## src/rtl/controller_pkg.sv

```systemverilog
// Shared definitions for the console-facing controller responder and the
// console-side controller interface.
package controller_pkg;

    // Frame protocol states: wait for latch, capture buttons, shift out, finished.
    typedef enum logic [1:0] {
        ST_IDLE  = 2'd0,
        ST_LATCH = 2'd1,
        ST_SHIFT = 2'd2,
        ST_DONE  = 2'd3
    } ctrl_state_t;

    // Button bits in one frame on a standard pad.
    localparam int CTRL_NUM_BUTTONS = 8;

endpackage : controller_pkg

```

## src/rtl/sync_edge_m.sv

```systemverilog
// Multi-flop synchronizer for an asynchronous pin, followed by one history
// flop so the synchronized level can be edge-detected.
module sync_edge_m #(
    parameter int SYNC_STAGES = 2
) (
    input  logic clk,
    input  logic rst_B,
    input  logic i_async,
    output logic o_level,
    output logic o_rise,
    output logic o_fall
);

    logic [SYNC_STAGES-1:0] r_sync;
    logic                   r_hist;

    // Shift the pin through the synchronizer chain and remember the last level.
    always_ff @(posedge clk or negedge rst_B) begin
        if (!rst_B) begin
            r_sync <= '0;
            r_hist <= 1'b0;
        end else begin
            r_sync <= {r_sync[SYNC_STAGES-2:0], i_async};
            r_hist <= r_sync[SYNC_STAGES-1];
        end
    end

    assign o_level = r_sync[SYNC_STAGES-1];
    assign o_rise  =  o_level & ~r_hist;
    assign o_fall  = ~o_level &  r_hist;

endmodule : sync_edge_m

```

## src/rtl/controller_responder_m.sv

```systemverilog
// Controller-side responder: captures buttons on console latch and shifts
// them out, A first, on each console clock edge as active-low serial data.
module controller_responder_m
    import controller_pkg::*;
#(
    parameter int SYNC_STAGES  = 2,
    parameter int NUM_BUTTONS  = CTRL_NUM_BUTTONS,
    parameter bit FILL_PRESSED = 1'b1
) (
    input  logic                   clk,
    input  logic                   rst_B,
    input  logic                   controller_clk_in,
    input  logic                   controller_latch_in,
    input  logic [NUM_BUTTONS-1:0] buttons_in,
    output logic                   data_out_B,
    output logic                   busy,
    output logic                   frame_done
);

    localparam int             CW       = $clog2(NUM_BUTTONS + 1);
    localparam logic [CW-1:0]  CNT_LAST = CW'(NUM_BUTTONS - 1);

    ctrl_state_t            r_state, w_state_nxt;
    logic [NUM_BUTTONS-1:0] r_shreg, w_shreg_nxt;
    logic [CW-1:0]          r_cnt,   w_cnt_nxt;
    logic                   r_dout,  w_dout_nxt;
    logic                   r_frame_done, w_frame_done_nxt;

    logic w_latch_lvl, w_latch_rise, w_latch_fall;
    logic w_clk_lvl,   w_clk_rise,   w_clk_fall;

    sync_edge_m #(.SYNC_STAGES(SYNC_STAGES)) u_sync_latch (
        .clk     (clk),
        .rst_B   (rst_B),
        .i_async (controller_latch_in),
        .o_level (w_latch_lvl),
        .o_rise  (w_latch_rise),
        .o_fall  (w_latch_fall)
    );

    sync_edge_m #(.SYNC_STAGES(SYNC_STAGES)) u_sync_clk (
        .clk     (clk),
        .rst_B   (rst_B),
        .i_async (controller_clk_in),
        .o_level (w_clk_lvl),
        .o_rise  (w_clk_rise),
        .o_fall  (w_clk_fall)
    );

    // State register.
    always_ff @(posedge clk or negedge rst_B) begin
        if (!rst_B) r_state <= ST_IDLE;
        else        r_state <= w_state_nxt;
    end

    // Next state plus datapath updates; latch level overrides every state,
    // so a clock edge seen in the same synchronized cycle is dropped.
    always_comb begin
        w_state_nxt      = r_state;
        w_shreg_nxt      = r_shreg;
        w_cnt_nxt        = r_cnt;
        w_frame_done_nxt = 1'b0;
        w_dout_nxt       = r_dout;
        if (w_latch_lvl) begin
            w_state_nxt = ST_LATCH;
            w_shreg_nxt = buttons_in;
            w_cnt_nxt   = '0;
        end else begin
            case (r_state)
                ST_LATCH: begin
                    // Falling latch freezes the last captured value.
                    if (w_latch_fall) begin
                        w_state_nxt = ST_SHIFT;
                        w_cnt_nxt   = '0;
                    end
                end
                ST_SHIFT: begin
                    if (w_clk_rise) begin
                        w_shreg_nxt = {FILL_PRESSED, r_shreg[NUM_BUTTONS-1:1]};
                        w_cnt_nxt   = r_cnt + 1'b1;
                        if (r_cnt == CNT_LAST) begin
                            w_state_nxt      = ST_DONE;
                            w_frame_done_nxt = 1'b1;
                        end
                    end
                end
                default: ;
            endcase
        end
        // Serial line follows the state being entered so it updates on the
        // same clk as the shift register.
        case (w_state_nxt)
            ST_IDLE: w_dout_nxt = 1'b1;
            ST_DONE: w_dout_nxt = ~FILL_PRESSED;
            default: w_dout_nxt = ~w_shreg_nxt[0];
        endcase
    end

    // Datapath and registered outputs.
    always_ff @(posedge clk or negedge rst_B) begin
        if (!rst_B) begin
            r_shreg      <= '0;
            r_cnt        <= '0;
            r_dout       <= 1'b1;
            r_frame_done <= 1'b0;
        end else begin
            r_shreg      <= w_shreg_nxt;
            r_cnt        <= w_cnt_nxt;
            r_dout       <= w_dout_nxt;
            r_frame_done <= w_frame_done_nxt;
        end
    end

    assign data_out_B = r_dout;
    assign frame_done = r_frame_done;
    assign busy       = (r_state == ST_LATCH) || (r_state == ST_SHIFT);

endmodule : controller_responder_m

```

## config.mk

```make
export PLATFORM = sky130hd
export DESIGN_NAME = controller_responder_m
export DESIGN_NICKNAME = d
export VERILOG_FILES = /design/src/rtl/controller_pkg.sv /design/src/rtl/sync_edge_m.sv /design/src/rtl/controller_responder_m.sv
export SDC_FILE = /design/constraint.sdc
export NUM_CORES = 1
export LEC_CHECK = 0
export ABC_AREA = 1
export ABC_CLOCK_PERIOD_IN_PS = 2400
export CORE_MARGIN = 1.5
export CORE_UTILIZATION = 40
export CTS_BUF_LIST = sky130_fd_sc_hd__clkbuf_4 sky130_fd_sc_hd__clkbuf_8
export CTS_CLUSTER_SIZE = 25
export DETAILED_ROUTE_END_ITERATION = 16
export PLACE_DENSITY = 0.63
export SLEW_MARGIN = 20
export SYNTH_ARGS = -nofsm -noshare
export SYNTH_HDL_FRONTEND = slang
export SYNTH_SLANG_ARGS = --single-unit
export TNS_END_PERCENT = 10
```

## constraint.sdc

```tcl
create_clock -name clk -period 2.4 [get_ports clk]
set_clock_uncertainty 0.1 [all_clocks]
set_input_delay 0.24 -clock clk [delete_from_list [all_inputs] [get_ports clk]]
set_output_delay 0.24 -clock clk [all_outputs]
set_load 0.01 [all_outputs]
```

After elaboration in Yosys (flattened, before gate mapping). Cells that the tools add are included.

Register bits after elaboration: 22. Output and inout bits: 3. Word-level logic and storage cells: 46.

Add/sub/neg operators: 1. Equality and inequality tests: 6. Muxes and demuxes: 17. Bitwise gates (word level): 5. Reduce and logical (&&, ||, !) cells: 7.

Operators with widths (count): 8-bit 2-to-1 mux (3); 4-bit 2-to-1 mux (3); 2-bit 2-to-1 mux (4); 4-bit one-hot mux with 2 select lines (1); 3-bit by 1-bit inequality test with 1-bit output, second input constant (2); 4-bit by 1-bit adder with 4-bit output, second input constant (1); 2-bit == test, second input constant (2); 4-bit by 3-bit == test with 1-bit output, second input constant (1); 1-bit 2-to-1 mux (4); 2-bit one-hot mux with 2 select lines (1); 2-bit nonzero test (2); 1-bit NOT (3); 3-bit AND reduction (1); 3-bit nonzero test (1); 1-bit AND (2); 2-bit by 1-bit == test with 1-bit output, second input constant (1); 2-bit logical NOT (1); 1-bit one-hot mux with 2 select lines (1); 2-bit AND reduction (1); 1-bit logical OR (1).

Logic depth before layout (Yosys ltp). Gate-level depths: netlist of run 1.

Depth after elaboration: 7. Mapped depth: 11.

Modules after synthesis. A second synthesis of run 1 with hierarchy kept.

Cells, all modules: 129. Area, all modules: 1039.7 µm².

By module, submodules not included: controller_responder_m (instances 1, cells each 115, area each 859.6 µm²); sync_edge_m (instances 2, cells each 7, area each 90.1 µm²).

Worst setup path before layout of run 1. Ideal clock, no wire load.

Path type: flip-flop to flip-flop. Start point: reg r_state[0]. End point: reg r_dout, in the netlist data_out_B. Arrival time: 1.650 ns. Data required time: 2.223 ns. Slack: 0.573 ns. Stages on the path, launching flop included: 10. Cell sequence: dfrtp_1 inv_1 ha_1 inv_1 o21ai_0 a31oi_2 inv_1 ha_1 nand4_1 nand2_1.

Elaborated cells between the ends (all ways): 13. Classes of those cells: 3 x eq/ne; 8 x mux; 1 x bitwise; 1 x reduce/logical.

RTL lines: from (decl) (line controller_responder_m.sv:23) `ctrl_state_t r_state, w_state_nxt;`; from (signal assigned) (line controller_responder_m.sv:53) `else r_state <= w_state_nxt;`; 2-bit == test / 2-bit by 1-bit == test with 1-bit output (equally long branches) (line controller_responder_m.sv:69) `case (r_state)`; 2-bit one-hot mux with 2 select lines (*) (line controller_responder_m.sv:69); 2-bit 2-to-1 mux (*) (line controller_responder_m.sv:64) `if (w_latch_lvl) begin`; via w_state_nxt[1] (line controller_responder_m.sv:23); 2-bit == test / 2-bit logical NOT (equally long branches) (line controller_responder_m.sv:92) `case (w_state_nxt)`; 1-bit one-hot mux with 2 select lines (*) (line controller_responder_m.sv:92); via w_dout_nxt (line controller_responder_m.sv:26) `logic r_dout, w_dout_nxt;`; to (signal assigned) (line controller_responder_m.sv:109) `r_dout <= w_dout_nxt;`; to (decl) (line controller_responder_m.sv:26).

Mark *: on every way through the listed nets, which the timed path passes. The rest lies on a longest branch. The select of a mux whose other input is x is not followed. A chain may end at the register's enable or synchronous reset.

Worst setup path after layout of run 1.
Start point: reg r_state[0]. End point: out busy.

Longest elaborated chain between the ends: 2. Elaborated cells between the ends (all ways): 3. Classes of those cells: 2 x eq/ne; 1 x reduce/logical.

RTL lines: 2-bit by 1-bit == test with 1-bit output / 2-bit == test (equally long branches) (line controller_responder_m.sv:116) `assign busy = (r_state == ST_LATCH) || (r_state == ST_SHIFT);`; 1-bit logical OR (*) (line controller_responder_m.sv:116); to (decl) (line controller_responder_m.sv:16) `output logic busy,`.

Mark *: on every way between the ends. The rest lies on a longest branch, timed or not.

==> flow_summary.yaml, run 1 <==
route:
  wl_per_cell_um: 11.97
  dr.pass1.iters: 4
  drcViolationCount: 0
  wl_um: 2011
  drtAntennaViolNets: 0
  drt_iter0_drc: 5
  viasPerCell: 4.994
  vias: 839
grt:
  track_usage_pct: 16.61
  overflow: 0
  grt_max_degree: 16
  grt_antenna_before_repair: 0
  grt_pass1_wl_um: 3374
  grt_pass1_vias: 745
die:
  die_x_um: 54.87
  start_util_pct: 42.66
  design.core.area_um2: 2522
  num_rows: 18
  fp.dieArea_um2: 3010
  io_pins: 15
  dieHeight_um: 54.87
synth:
  synth_seq_cells: 22
  yosys-top-cells-area: "dfrtp_1 49%, nand2_1 13%, nand3_1 6.5%"
  syn-cell-area_um2: 1076
  synth_nets: 136
  synth_top_area_share_pct: 48.84
  synth_mux_area_share_pct: 0
  synth_area_leader_cell: "dfrtp_1"
  synth_top_family_by_area: "simple AND/OR/NAND/NOR gates"
  yosysUniqueCellTypes: 23
  seq_area_frac_synth_pct: 51.28
  syn_inst: 119
  synth_compound_area_share_pct: 5.698
  ys_warn_count: 0
  synthXorXnorAreaFrac_pct: 0
  syn_avg_cell_area_um2: 9.042
  synth_simple_gate_area_share_pct: 31.28
  synth-adder-area-share_pct: 5.814
placed_design:
  placed_area_um2: 1257
  dp_hpwl_um: 1512
  port-buffer-count: 14
  globalplace.congestion: 0.7921
  post-place-ws_ps: 463.1
cts:
  htreeDepth: 1
  numClockSinks: 22
  cts_setup_buffers: 0
  clk_path_buf_depth: 2
  clk_latency_ps: 310
  cts-root-buf: "clkbuf_4"
  cts_hold_repair.buffers: 0
  cts-resized-gates: 0
  cts.clk_slew.worst_paths_ps: 120
  cts_tree: "built"
  cts_inserted_buffers: 3
setup_path:
  slowest_stage: "clkdlybuf4s50_1"
  critical-path-max-stage-delay_ps: 580
  crit_path_max_fanout: 6
  critical_path_class: "register to primary output"
  worstPathCellList: "inv_1, ha_1, inv_1, clkdlybuf4s50_1"
  worst-endpoint-arrival_ps: 1870
  path_common_cell: "inv_1"
  cp-end-kind: "primary output"
  startpoint_type: "register"
  critPathRequiredTime_ps: 2060
timing:
  maxSlewHeadroom_pct: 53.83
  tightest_slew_ps: 690.3
  period_needed_ps: 2214
  rsz0062_at_grt: "false"
  min_period_over_period_pct: 92.25
  fmax_ghz: 0.4517
  tns_ps: 0
  setup_ws_ps: 186.1
  setup_viol_count_final: 0
  hold_viol: 0
  finalMaxSlewViolations: 0
cells_and_area:
  area_growth_pct: 20.23
  fin_area_um2: 1294
  layout-drive-gt1-share_pct: 18.84
  finalNetCount: 156
  num_antenna_cells: 0
power:
  irDropWorstVdd_mv: 0.5186
  pwr_density_cell_nw_per_um2: 786.0
  leakagePower_nw: 0.6426
  power.total_w: 0.001017
run:
  cap_violations: 0
status:
  status: "finished, final reports clean"
worst_hold_path:
  hold_path_class: "input pin to asynchronous set/reset pin"
-- flip-flops by register name, indices dropped and copies added (netlist names) --
name,count
frame_done,1
u_sync_clk.r_hist,1
data_out_B,1
r_cnt,4
u_sync_clk.r_sync,2
r_state,2
r_shreg,8
u_sync_latch.r_sync,2
u_sync_latch.r_hist,1
-- cells by family after synthesis --
group | count (synthesis)
DFF | 22
and+or+nand+nor | 70
buffers and inverters | 15
AOI/OAI and AO/OA | 7
adders and majority gates | 5
-- routing by layer --
layer	vias to the layer above	part of all wire (%)	track usage, %
li1	421	-	-
met4	0	2.1	8.750
met5	-	0	0
met1	400	45	21.01
met3	5	3.2	3.279
met2	13	49	26.59
-- cell type report --
class | count | area (um^2)
Clock buffer | 4 | 36.28
Fill cell | 263 | 1229
Inverter | 14 | 52.55
Multi-Input combinational cell | 82 | 460.4
Sequential cell | 22 | 551.8
Tap cell | 30 | 37.54
Timing Repair Buffer | 16 | 155.1
-- path summary, 6_finish.rpt --
kind | start | end | slack, ps | cells past startpoint
max | r_state[0] | busy | 190 | 4
min | rst_B | r_state[0] | 230 | 1
max reg2reg | r_state[0] | data_out_B | 430 | 9
min reg2reg | u_sync_latch.r_sync[0] | u_sync_latch.r_sync[1] | 270 | 0
max in group asynchronous | rst_B | r_shreg[5] | 1390 | 2
min in group clk | controller_clk_in | u_sync_clk.r_sync[0] | 250 | 1
-- placed cells by master (no fill, tap or decap) --
cell type	synthesis	routed
nand2_1	37	37
dfrtp_1	21	21
nand3_1	14	14
clkdlybuf4s50_1	0	14
inv_1	9	9
nand2_2	6	6
inv_2	5	5
ha_1	5	5
nor2_1	4	4
nand4_1	4	4
clkbuf_4	0	3
buf_4	0	2
nor2_4	1	1
o21ai_0	1	1
a31oi_2	1	1
nor2_2	1	1
a21oi_2	1	1
nor4_1	1	1
nor2_8	1	1
o22a_1	1	1
o211ai_2	1	1
or2_2	1	1
o21ai_1	1	1
o21ai_2	1	1
clkbuf_8	0	1
dfstp_2	1	1
-- synth_stat cells, drive strengths merged --
cell type	instances
nand2	43
nand3	14
ha	5
a31oi	1
dfstp	1
o21ai	3
dfrtp	21
buf	1
inv	14
o22a	1
or2	1
nand4	4
a21oi	1
o211ai	1
nor2	7
nor4	1
-- report_power, final --
part | internal [W] | switching, W | total (W)
clock | 0.0000927 | 0.000111 | 0.000204
combinational | 0.000150 | 0.000214 | 0.000364
sequential | 0.000419 | 0.0000296 | 0.000449
total | 0.000662 | 0.000355 | 0.00102
-- critical path, delay by kind of cell (launching register included) --
family | cells | cell delay (ps)
adder cells (fa/ha/maj) | 1 | 290
buffers and inverters | 3 | 840
flip-flops | 1 | 430
-- per-stage QoR --
| stage | hold WS (ps) | std cells | utilization [%] |
|---|---|---|---|
| 6_report | 230.0 | 168 | 51.29 |
| 5_1_grt | 245.8 | 168 | 51.29 |
| 4_1_cts | 239.5 | 168 | 51.29 |
| 3_5_place_dp | 235.5 | 164 | 49.85 |
| 3_3_place_gp | 238.9 | 164 | 49.85 |
| 2_1_floorplan | -155.6 | 119 | - |
No activity file was read; power rests on OpenSTA's default activity.
==> inputs of run 2 (changes only) <==
Settings changed: DONT_BUFFER_PORTS from default to 1, PLACE_DENSITY 0.63 to 0.56, SKIP_CTS_REPAIR_TIMING from default to 1.
==> run 2 against run 1 <==
Against the previous run:
- sequential cell count unchanged
- setup slack improved by 190 ps
- wire length is 2.5% lower
- die area is the same
- combinational power is 13% lower
- maximum frequency is 9.5% higher
==> flow_summary.yaml, run 2 (same netlist as run 1, synthesis figures left out) <==
setup_path:
  rr_worst_depth: 9
  crit_path_max_fanout: 6
  critical_path_class: "register to register"
  startpoint_type: "register"
  cp-end-kind: "register"
  critPathRequiredTime_ps: 2570
  worst-endpoint-arrival_ps: 2190
cts:
  htreeDepth: 1
  cts-root-buf: "clkbuf_4"
  cts_inserted_buffers: 3
  cts.clk_slew.worst_paths_ps: 130
  clk_latency_ps: 310
  clk_path_buf_depth: 2
  numClockSinks: 22
  cts_tree: "built"
route:
  wl_per_cell_um: 11.88
  vias: 816
  drtAntennaViolNets: 0
  drcViolationCount: 0
  wl_um: 1961
  drt_iter0_drc: 5
  dr.pass1.iters: 4
  viasPerCell: 4.945
cells_and_area:
  largest_register: "r_shreg"
  finalNetCount: 153
  num_antenna_cells: 0
  fin_area_um2: 1276
  layout_commonest_cell: "nand2_1"
  layout-drive-gt1-share_pct: 19.26
  final_cell_mix: "37 x nand2_1, 21 x dfrtp_1, 14 x nand3_1"
  largest_reg_flops: 8
  largest_registers: "r_shreg (8), r_cnt (4)"
  area_growth_pct: 18.60
power:
  irDropWorstVdd_mv: 0.3996
  leakagePower_nw: 0.6388
  pwr_density_cell_nw_per_um2: 766.5
  power.total_w: 0.0009782
placed_design:
  dp_hpwl_um: 1432
  placed_area_um2: 1110
  globalplace.congestion: 0.7135
  port-buffer-count: 0
die:
  num_rows: 18
  io_pins: 15
  start_util_pct: 42.66
  design.core.area_um2: 2522
  dieHeight_um: 54.87
  fp.dieArea_um2: 3010
  die_x_um: 54.87
grt:
  grt_busiest_layer: "met2"
  gr-usage-met2_pct: 26.98
  grt_antenna_before_repair: 0
  grt_max_degree: 23
  grt_pass1_wl_um: 3208
  track_usage_pct: 15.72
  overflow: 0
  grt_pass1_vias: 754
  grtUsageMet3_pct: 4.918
  met1_usage_pct: 17.96
timing:
  finalMaxSlewViolations: 0
  hold_slack_ps: 236.3
  fmax_ghz: 0.4944
  setup_viol_count_final: 0
  period_needed_ps: 2023
  min_period_over_period_pct: 84.28
  tightest_slew_ps: 296.4
  tns_ps: 0
  hold_viol: 0
  rsz0062_at_grt: "false"
  maxSlewHeadroom_pct: 80.22
worst_hold_path:
  hold_path_class: "input pin to asynchronous set/reset pin"
status:
  status: "finished, final reports clean"
run:
  cap_violations: 0
-- run 2: cell types whose count changed in the layout (fill, tap and decap cells not counted) --
cell             previous run  this run
buf_4                       2         1
dlygate4sd3_1               0        11
clkdlybuf4s50_1            14         0
buf_12                      0         1
-- run 2: final timing paths --
path / startpoint / endpoint / slack (ps)
max: r_state[0] / data_out_B / 380
max reg2reg: r_state[0] / data_out_B / 380
min: rst_B / r_cnt[2] / 240
min in group clk: u_sync_clk.r_sync[0] / u_sync_clk.r_sync[1] / 260
max in group asynchronous: rst_B / data_out_B / 1750
min reg2reg: u_sync_clk.r_sync[0] / u_sync_clk.r_sync[1] / 260
-- run 2: where the power goes --
| part | switching [W] | internal, W | total, W | leakage, nW |
|---|---|---|---|---|
| clock | 0.000114 | 0.0000927 | 0.000207 | 0.0210 |
| sequential | 0.0000354 | 0.000420 | 0.000455 | 0.270 |
| combinational | 0.000202 | 0.000114 | 0.000316 | 0.348 |
-- run 2: area by class of cell --
cell class                      count  area, um^2
Clock buffer                        4       36.28
Fill cell                         245        1246
Inverter                           14       52.55
Multi-Input combinational cell     82       460.4
Sequential cell                    22       551.8
Tap cell                           30       37.54
Timing Repair Buffer               13       137.6
-- run 2: routing by layer --
metal / vias to the layer above / wire, um
met5: - / 0
met4: 0 / 27
met3: 4 / 72
met2: 15 / 966
met1: 383 / 894
li1: 414 / -
-- run 2: metrics by stage --
stage / util [%] / worst slack, ps / instances
2_1_floorplan: - / 572.7 / 119
3_3_place_gp: 44.00 / 489.2 / 149
3_5_place_dp: 44.00 / 395.0 / 149
4_1_cts: 45.44 / 363.3 / 153
5_1_grt: 50.60 / 238.0 / 165
6_report: 50.60 / 377.3 / 165
-- run 2: worst max-delay path: stages (launching register included) --
cell	delay, ps
dfrtp_1	430
inv_1	80
ha_1	290
inv_1	240
o21ai_0	150
a31oi_2	170
inv_1	60
ha_1	290
nand4_1	90
nand2_1	70
